`config.mk`:
```
export PLATFORM = sky130hd
export DESIGN_NAME = ysyx_24080006_hpm
export DESIGN_NICKNAME = d
export VERILOG_FILES = /design/src/rtl/ysyx_24080006_pkg.sv /design/src/rtl/ysyx_24080006_hpm_ctr.sv /design/src/rtl/ysyx_24080006_hpm.sv
export SDC_FILE = /design/constraint.sdc
export NUM_CORES = 2
export LEC_CHECK = 0
export BUFFER_PORTS_ARGS = -buffer_cell sky130_fd_sc_hd__clkbuf_2
export CORE_MARGIN = 10
export CORE_UTILIZATION = 35
export CTS_CLUSTER_DIAMETER = 60
export DETAILED_ROUTE_END_ITERATION = 16
export HOLD_SLACK_MARGIN = 0.02
export PLACE_DENSITY = 0.61
export SYNTH_ARGS = -nofsm -noshare
export SYNTH_HDL_FRONTEND = slang
export SYNTH_SLANG_ARGS = --single-unit
export TNS_END_PERCENT = 20
```
`constraint.sdc`:
```
create_clock -name clock -period 40.9 [get_ports clock]
set_clock_uncertainty 0.2 [all_clocks]
set_input_delay 8.18 -clock clock [delete_from_list [all_inputs] [get_ports clock]]
set_output_delay 8.18 -clock clock [all_outputs]
set_load 0.05 [all_outputs]
```
`src/rtl/ysyx_24080006_pkg.sv`:
```
// Shared definitions for the hardware performance monitor: CSR addresses,
// the mhpmevent register layout and the named event lines.
package ysyx_24080006_pkg;

  localparam logic [11:0] CSR_MCYCLE        = 12'hB00;
  localparam logic [11:0] CSR_MCYCLEH       = 12'hB80;
  localparam logic [11:0] CSR_MINSTRET      = 12'hB02;
  localparam logic [11:0] CSR_MINSTRETH     = 12'hB82;
  localparam logic [11:0] CSR_MHPMCTR3      = 12'hB03;
  localparam logic [11:0] CSR_MHPMCTR3H     = 12'hB83;
  localparam logic [11:0] CSR_MCOUNTINHIBIT = 12'h320;
  localparam logic [11:0] CSR_MHPMEVENT3    = 12'h323;
  localparam logic [11:0] CSR_HPMOVF        = 12'h7C0;

  // Only irq_en, edge_mode and index are writable; everything else reads 0.
  localparam logic [31:0] EVT_WMASK = 32'hC000_001F;

  typedef struct packed {
    logic        irq_en;
    logic        edge_mode;
    logic [24:0] rsvd;
    logic [4:0]  index;
  } hpmevent_t;

  typedef enum logic [4:0] {
    EVT_ICACHE_HIT   = 5'd0,
    EVT_ICACHE_MISS  = 5'd1,
    EVT_LOAD         = 5'd2,
    EVT_STORE        = 5'd3,
    EVT_FETCH_CYCLE  = 5'd4
  } evt_idx_e;

  // Counter slot 0 is mcycle, slot 1 minstret, slot 2+k mhpmcounter(3+k);
  // CSR index 1 (time) belongs to a different block, so it is skipped.
  function automatic int slot_to_idx(int slot);
    return (slot == 0) ? 0 : slot + 1;
  endfunction

endpackage

```
`src/rtl/ysyx_24080006_hpm_ctr.sv`:
```
// One counter: split low/high CSR write, increment, and a wrap flag that is
// raised only in a cycle where the increment actually rolls over.
module ysyx_24080006_hpm_ctr
  import ysyx_24080006_pkg::*;
#(
  parameter int CtrWidth = 64
) (
  input  logic                clock,
  input  logic                reset,
  input  logic                inc,
  input  logic                we_lo,
  input  logic                we_hi,
  input  logic [31:0]         wdata,
  output logic [CtrWidth-1:0] value,
  output logic                wrap
);

  localparam int HiWidth = CtrWidth - 32;

  logic [CtrWidth-1:0] cnt_reg;
  logic [CtrWidth-1:0] cnt_next;

  // A write suppresses both the increment and the overflow in its cycle.
  assign wrap  = inc && !we_lo && !we_hi && (&cnt_reg);
  assign value = cnt_reg;

  always_comb begin
    cnt_next = cnt_reg;
    if (we_lo) begin
      cnt_next[31:0] = wdata;
    end else if (we_hi) begin
      cnt_next[CtrWidth-1:32] = wdata[HiWidth-1:0];
    end else if (inc) begin
      cnt_next = cnt_reg + CtrWidth'(1);
    end
  end

  always_ff @(posedge clock or posedge reset) begin
    if (reset) begin
      cnt_reg <= '0;
    end else begin
      cnt_reg <= cnt_next;
    end
  end

endmodule

```
`src/rtl/ysyx_24080006_hpm.sv`:
```
// Machine performance counters: mcycle, minstret and NumHpm event counters
// with inhibit, per-counter event selection, sticky overflow and interrupt.
module ysyx_24080006_hpm
  import ysyx_24080006_pkg::*;
#(
  parameter int NumHpm   = 4,
  parameter int CtrWidth = 64,
  parameter int NumEvt   = 16
) (
  input  logic              clock,
  input  logic              reset,
  input  logic [NumEvt-1:0] evt,
  input  logic              instret,
  input  logic              csr_we,
  input  logic [11:0]       csr_addr,
  input  logic [31:0]       csr_wdata,
  output logic [31:0]       csr_rdata,
  output logic              csr_hit,
  output logic              ovf_irq
);

  localparam int NumCtr  = NumHpm + 2;
  localparam int CsrBits = NumHpm + 3;
  localparam logic [CsrBits-1:0] ImplMask = ~CsrBits'(2);

  logic [CsrBits-1:0]  inhibit_reg;
  logic [CsrBits-1:0]  ovf_reg;
  logic [CsrBits-1:0]  ovf_next;
  logic [CsrBits-1:0]  ovf_clr;
  logic [CsrBits-1:0]  wrap_vec;
  hpmevent_t           event_reg [NumHpm];
  logic [NumEvt-1:0]   evt_prev_reg;
  logic [31:0]         evt_pad;
  logic [31:0]         evt_rise;
  logic [CtrWidth-1:0] ctr_val [NumCtr];
  logic [NumCtr-1:0]   ctr_inc;
  logic [NumCtr-1:0]   ctr_we_lo;
  logic [NumCtr-1:0]   ctr_we_hi;
  logic [NumCtr-1:0]   ctr_wrap;
  logic                ovf_irq_reg;
  logic                irq_next;

  // Padding to 32 makes out-of-range event indices select a constant 0.
  assign evt_pad  = 32'(evt);
  assign evt_rise = 32'(evt & ~evt_prev_reg);

  assign ctr_inc[0] = !inhibit_reg[0];
  assign ctr_inc[1] = instret && !inhibit_reg[2];

  generate
    for (genvar gi = 0; gi < NumHpm; gi++) begin : g_evt
      logic evt_hit;
      assign evt_hit = event_reg[gi].edge_mode ? evt_rise[event_reg[gi].index]
                                               : evt_pad[event_reg[gi].index];
      assign ctr_inc[gi+2] = evt_hit && !inhibit_reg[gi+3];
    end

    for (genvar gi = 0; gi < NumCtr; gi++) begin : g_ctr
      localparam int Idx = slot_to_idx(gi);
      localparam logic [11:0] LoAddr = CSR_MCYCLE + 12'(Idx);
      localparam logic [11:0] HiAddr = CSR_MCYCLEH + 12'(Idx);

      assign ctr_we_lo[gi] = csr_we && (csr_addr == LoAddr);
      assign ctr_we_hi[gi] = csr_we && (csr_addr == HiAddr);
      assign wrap_vec[Idx] = ctr_wrap[gi];

      ysyx_24080006_hpm_ctr #(
        .CtrWidth (CtrWidth)
      ) u_ctr (
        .clock (clock),
        .reset (reset),
        .inc   (ctr_inc[gi]),
        .we_lo (ctr_we_lo[gi]),
        .we_hi (ctr_we_hi[gi]),
        .wdata (csr_wdata),
        .value (ctr_val[gi]),
        .wrap  (ctr_wrap[gi])
      );
    end
  endgenerate

  assign wrap_vec[1] = 1'b0;

  // New overflows win over a same-cycle write-one-to-clear.
  always_comb begin
    ovf_clr = '0;
    if (csr_we && (csr_addr == CSR_HPMOVF)) begin
      ovf_clr = csr_wdata[CsrBits-1:0];
    end
    ovf_next = (ovf_reg & ~ovf_clr) | wrap_vec;
    irq_next = 1'b0;
    for (int k = 0; k < NumHpm; k++) begin
      irq_next = irq_next | (ovf_reg[k+3] & event_reg[k].irq_en);
    end
  end

  always_ff @(posedge clock or posedge reset) begin
    if (reset) begin
      inhibit_reg  <= '0;
      ovf_reg      <= '0;
      evt_prev_reg <= '0;
      ovf_irq_reg  <= 1'b0;
      for (int k = 0; k < NumHpm; k++) begin
        event_reg[k] <= '0;
      end
    end else begin
      evt_prev_reg <= evt;
      ovf_reg      <= ovf_next;
      ovf_irq_reg  <= irq_next;
      if (csr_we && (csr_addr == CSR_MCOUNTINHIBIT)) begin
        inhibit_reg <= csr_wdata[CsrBits-1:0] & ImplMask;
      end
      for (int k = 0; k < NumHpm; k++) begin
        if (csr_we && (csr_addr == CSR_MHPMEVENT3 + 12'(k))) begin
          event_reg[k] <= csr_wdata & EVT_WMASK;
        end
      end
    end
  end

  assign ovf_irq = ovf_irq_reg;

  always_comb begin
    csr_rdata = '0;
    csr_hit   = 1'b0;
    for (int s = 0; s < NumCtr; s++) begin
      if (csr_addr == CSR_MCYCLE + 12'(slot_to_idx(s))) begin
        csr_hit   = 1'b1;
        csr_rdata = ctr_val[s][31:0];
      end
      if (csr_addr == CSR_MCYCLEH + 12'(slot_to_idx(s))) begin
        csr_hit   = 1'b1;
        csr_rdata = 32'(ctr_val[s][CtrWidth-1:32]);
      end
    end
    for (int k = 0; k < NumHpm; k++) begin
      if (csr_addr == CSR_MHPMEVENT3 + 12'(k)) begin
        csr_hit   = 1'b1;
        csr_rdata = event_reg[k];
      end
    end
    if (csr_addr == CSR_MCOUNTINHIBIT) begin
      csr_hit   = 1'b1;
      csr_rdata = 32'(inhibit_reg);
    end
    if (csr_addr == CSR_HPMOVF) begin
      csr_hit   = 1'b1;
      csr_rdata = 32'(ovf_reg);
    end
  end

endmodule

```
==> metrics <==
status=complete, no violations; startpoint types=input port; vias in the first global route=30,100; Initial Util=35.2%; Area after DPL=32,600 µm²; pin count of the biggest net entering global routing=110; Pleak=13.1 nW; CTS resizes=0; WL per Instance=29.3 µm; final instance area=34,400 µm²; slew at the pin with the worst max-slew slack=1.24 ns; most frequent cells in the layout=478 x nand2_1, 442 x dfrtp_1, 318 x nor2_1, 238 x a21oi_1, 238 x o21ai_0; slowest stage delay, CP=1.06 ns; CTS HTree Levels=2; CP endpoint kind=primary output; CTS root buffer=clkbuf_16; post-route ant nets=0; crit path DAT=12.54 ns; share of synthesized flip-flops with an asynchronous set or reset=100%; drt drc=0; Required @ worst endpoint=32.52 ns; clock slew at reported path FFs=0.06 ns; Core ar.=88,200 µm²; Sw Pwr=0.351 mW; Total Routing Usage GR=27.5%; Avg Inst Size Synth=8.09 µm²; Setup violations, final=0; clk_lat worst skew=0.64 ns; #FFs+latches synth=442; Rows=109; port bufs=97; Max-slew headroom=16.4%; WHS=0.298 ns; post-CTS setup repair buffer count=0; GRT overflow=0; sequential-to-total area share from yosys stat=35.6%; Cell Chain, Critical Path=clkbuf_2, nor4_2, nand4b_1, o21ai_0, a21oi_1, o211ai_1, a221oi_1, nor4_1, clkbuf_2; kind of critical path=input port to primary output; setup repair after global routing missed its margin=no; TritonCTS clock tree=done; share of layout cells above drive strength 1=10.7%; Via Count=33,200; CP max-delay cell=nor4_1; placer congestion estimate=1.03; DRT Pass-1 Iters=9; post-synthesis cell area=31,000 µm²; die height=318 µm; clk buf depth=3; HP Class=flip-flop to flip-flop; Post-DP HPWL=102 mm; first-pass GRT wire length=213 mm; Worst Path Max Fanout=23; number of max-cap violations=0; Total Wirelength=146 mm; CTS Sinks=442; fin. max-slew vios=0; Comb pwr share=11.1%; min Tclk post-route=20.92 ns; number of synthesized flops with an enable pin=0; total CTS buffers=56; setup TNS=0 ns; Final #Nets=3,844; initial antenna violation count=16; syn nets=3,905; CP most frequent cell=clkbuf_2; Final Cycle Share=51.1%; die area=101,000 µm²; Mapped Cells=3,835; Layout area overhead=11.0%; switching share of power=30.6%; Reg power frac=44.8%; initial detailed-routing violation count=5,369; drt via density=6.65; Largest register FFs=384; ys flop type=dfrtp_1; fmax=47.8 MHz; fillers=8,894; final hold vios=0; Ports=98; maximum vdd drop=0.0353 mV; commonest non-fill, non-tap cell in the layout=nand2_1; Yosys cell types=89; share of total power in the clock network=44.1%; Cell Pwr Density=33.3 nW/µm²; cell internal pwr=0.796 mW; Synth warnings=0; CTS Hold Buffers Added=0; Die X=318 µm
==> worst max-delay path: cells and delay by family <==
kind | cells | cell delay, ns
AND/OR/NAND/NOR | 3 | 2.97
buffers and inverters | 2 | 0.70
AO/OA/AOI/OAI | 4 | 0.68
==> Yosys cell counts (82+ instances only) <==
| master | n | area share, % |
|---|---|---|
| a21oi_1 | 239 | 3.9 |
| o21ai_0 | 238 | 3.8 |
| nand3_1 | 198 | 3.2 |
| nand2_1 | 480 | 5.8 |
| o22ai_1 | 82 | 1.7 |
| clkbuf_1 | 250 | 3.0 |
| and3_1 | 94 | 1.9 |
| nor3_1 | 85 | 1.4 |
| dfrtp_1 | 442 | 36 |
| nand4_1 | 148 | 3.0 |
| nor2_1 | 324 | 3.9 |
| xor2_1 | 89 | 2.5 |
==> area by class of cell <==
class                   instances  area (µm²)  share of cell area [%]
inverters                      47         184                   0.534
clock buffers                  79        1620                    4.70
well taps                    1165        1460                    4.23
clock inverters                22         216                   0.628
flip-flops and latches        442       11100                    32.1
repair buffers                176        1080                    3.13
diodes                          5        12.5                  0.0363
multi-input cells            3051       18800                    54.6
==> worst paths after layout <==
check,slack [ns],from,to,depth (start not counted)
worst max-delay path,19.98,csr_addr[0],csr_rdata[29],9
worst min-delay path,0.30,ovf_reg[0]$_DFF_PP0_,ovf_reg[0]$_DFF_PP0_,2
worst max register to register,36.64,inhibit_reg[5]$_DFFE_PP0P_,g_ctr[4].u_ctr.value[21]$_DFFE_PP0P_,8
worst min register to register,0.30,ovf_reg[0]$_DFF_PP0_,ovf_reg[0]$_DFF_PP0_,2
max in group asynchronous,30.67,reset,g_ctr[0].u_ctr.value[55]$_DFFE_PP0P_,4
min in group asynchronous,7.50,reset,g_ctr[5].u_ctr.value[51]$_DFFE_PP0P_,2
==> per-stage QoR <==
stage	worst slack [ns]	total power, mW	util [%]	std cells
finish	19.98	1.15	39.0	4987
global route	19.93	1.18	39.0	4982
CTS	20.40	1.15	39.0	4982
detailed placement	20.40	0.643	36.9	4881
global placement	20.38	0.641	36.9	4881
floorplan	20.20	0.572	-	3835
==> layer usage <==
metal	vias up	share of wire, %	track usage (%)
met3	503	12	7.53
met2	2193	43	41.0
met4	14	6.5	14.9
li1	14300	-	-
met5	-	0.064	0
met1	16100	39	35.7
==> power by group through the flow <==
stage                     clock network (mW)  logic, mW  registers [mW]
after floorplan                            0     0.0789           0.493
after global placement                     0      0.122           0.519
after detailed placement                   0      0.124           0.519
after CTS                              0.510      0.125           0.511
after global routing                   0.527      0.138           0.515
final                                  0.506      0.128           0.513
==> cell families (layout without fill, tap and decap cells) <==
kind of cell               after synthesis  count (layout)  synth area share (%)
and+or+nand+nor                       1651            1651                  26.7
AOI/OAI and AO/OA                     1117            1117                  23.7
DFF                                    442             442                  35.6
buffers and inverters                  342             324                  4.24
xor gates and xnor gates               164             164                  4.63
muxes                                  113             113                  4.88
adders and majority gates                6               6                 0.242
other                                    0               5                     0
Power figures use the tool's default switching activity.
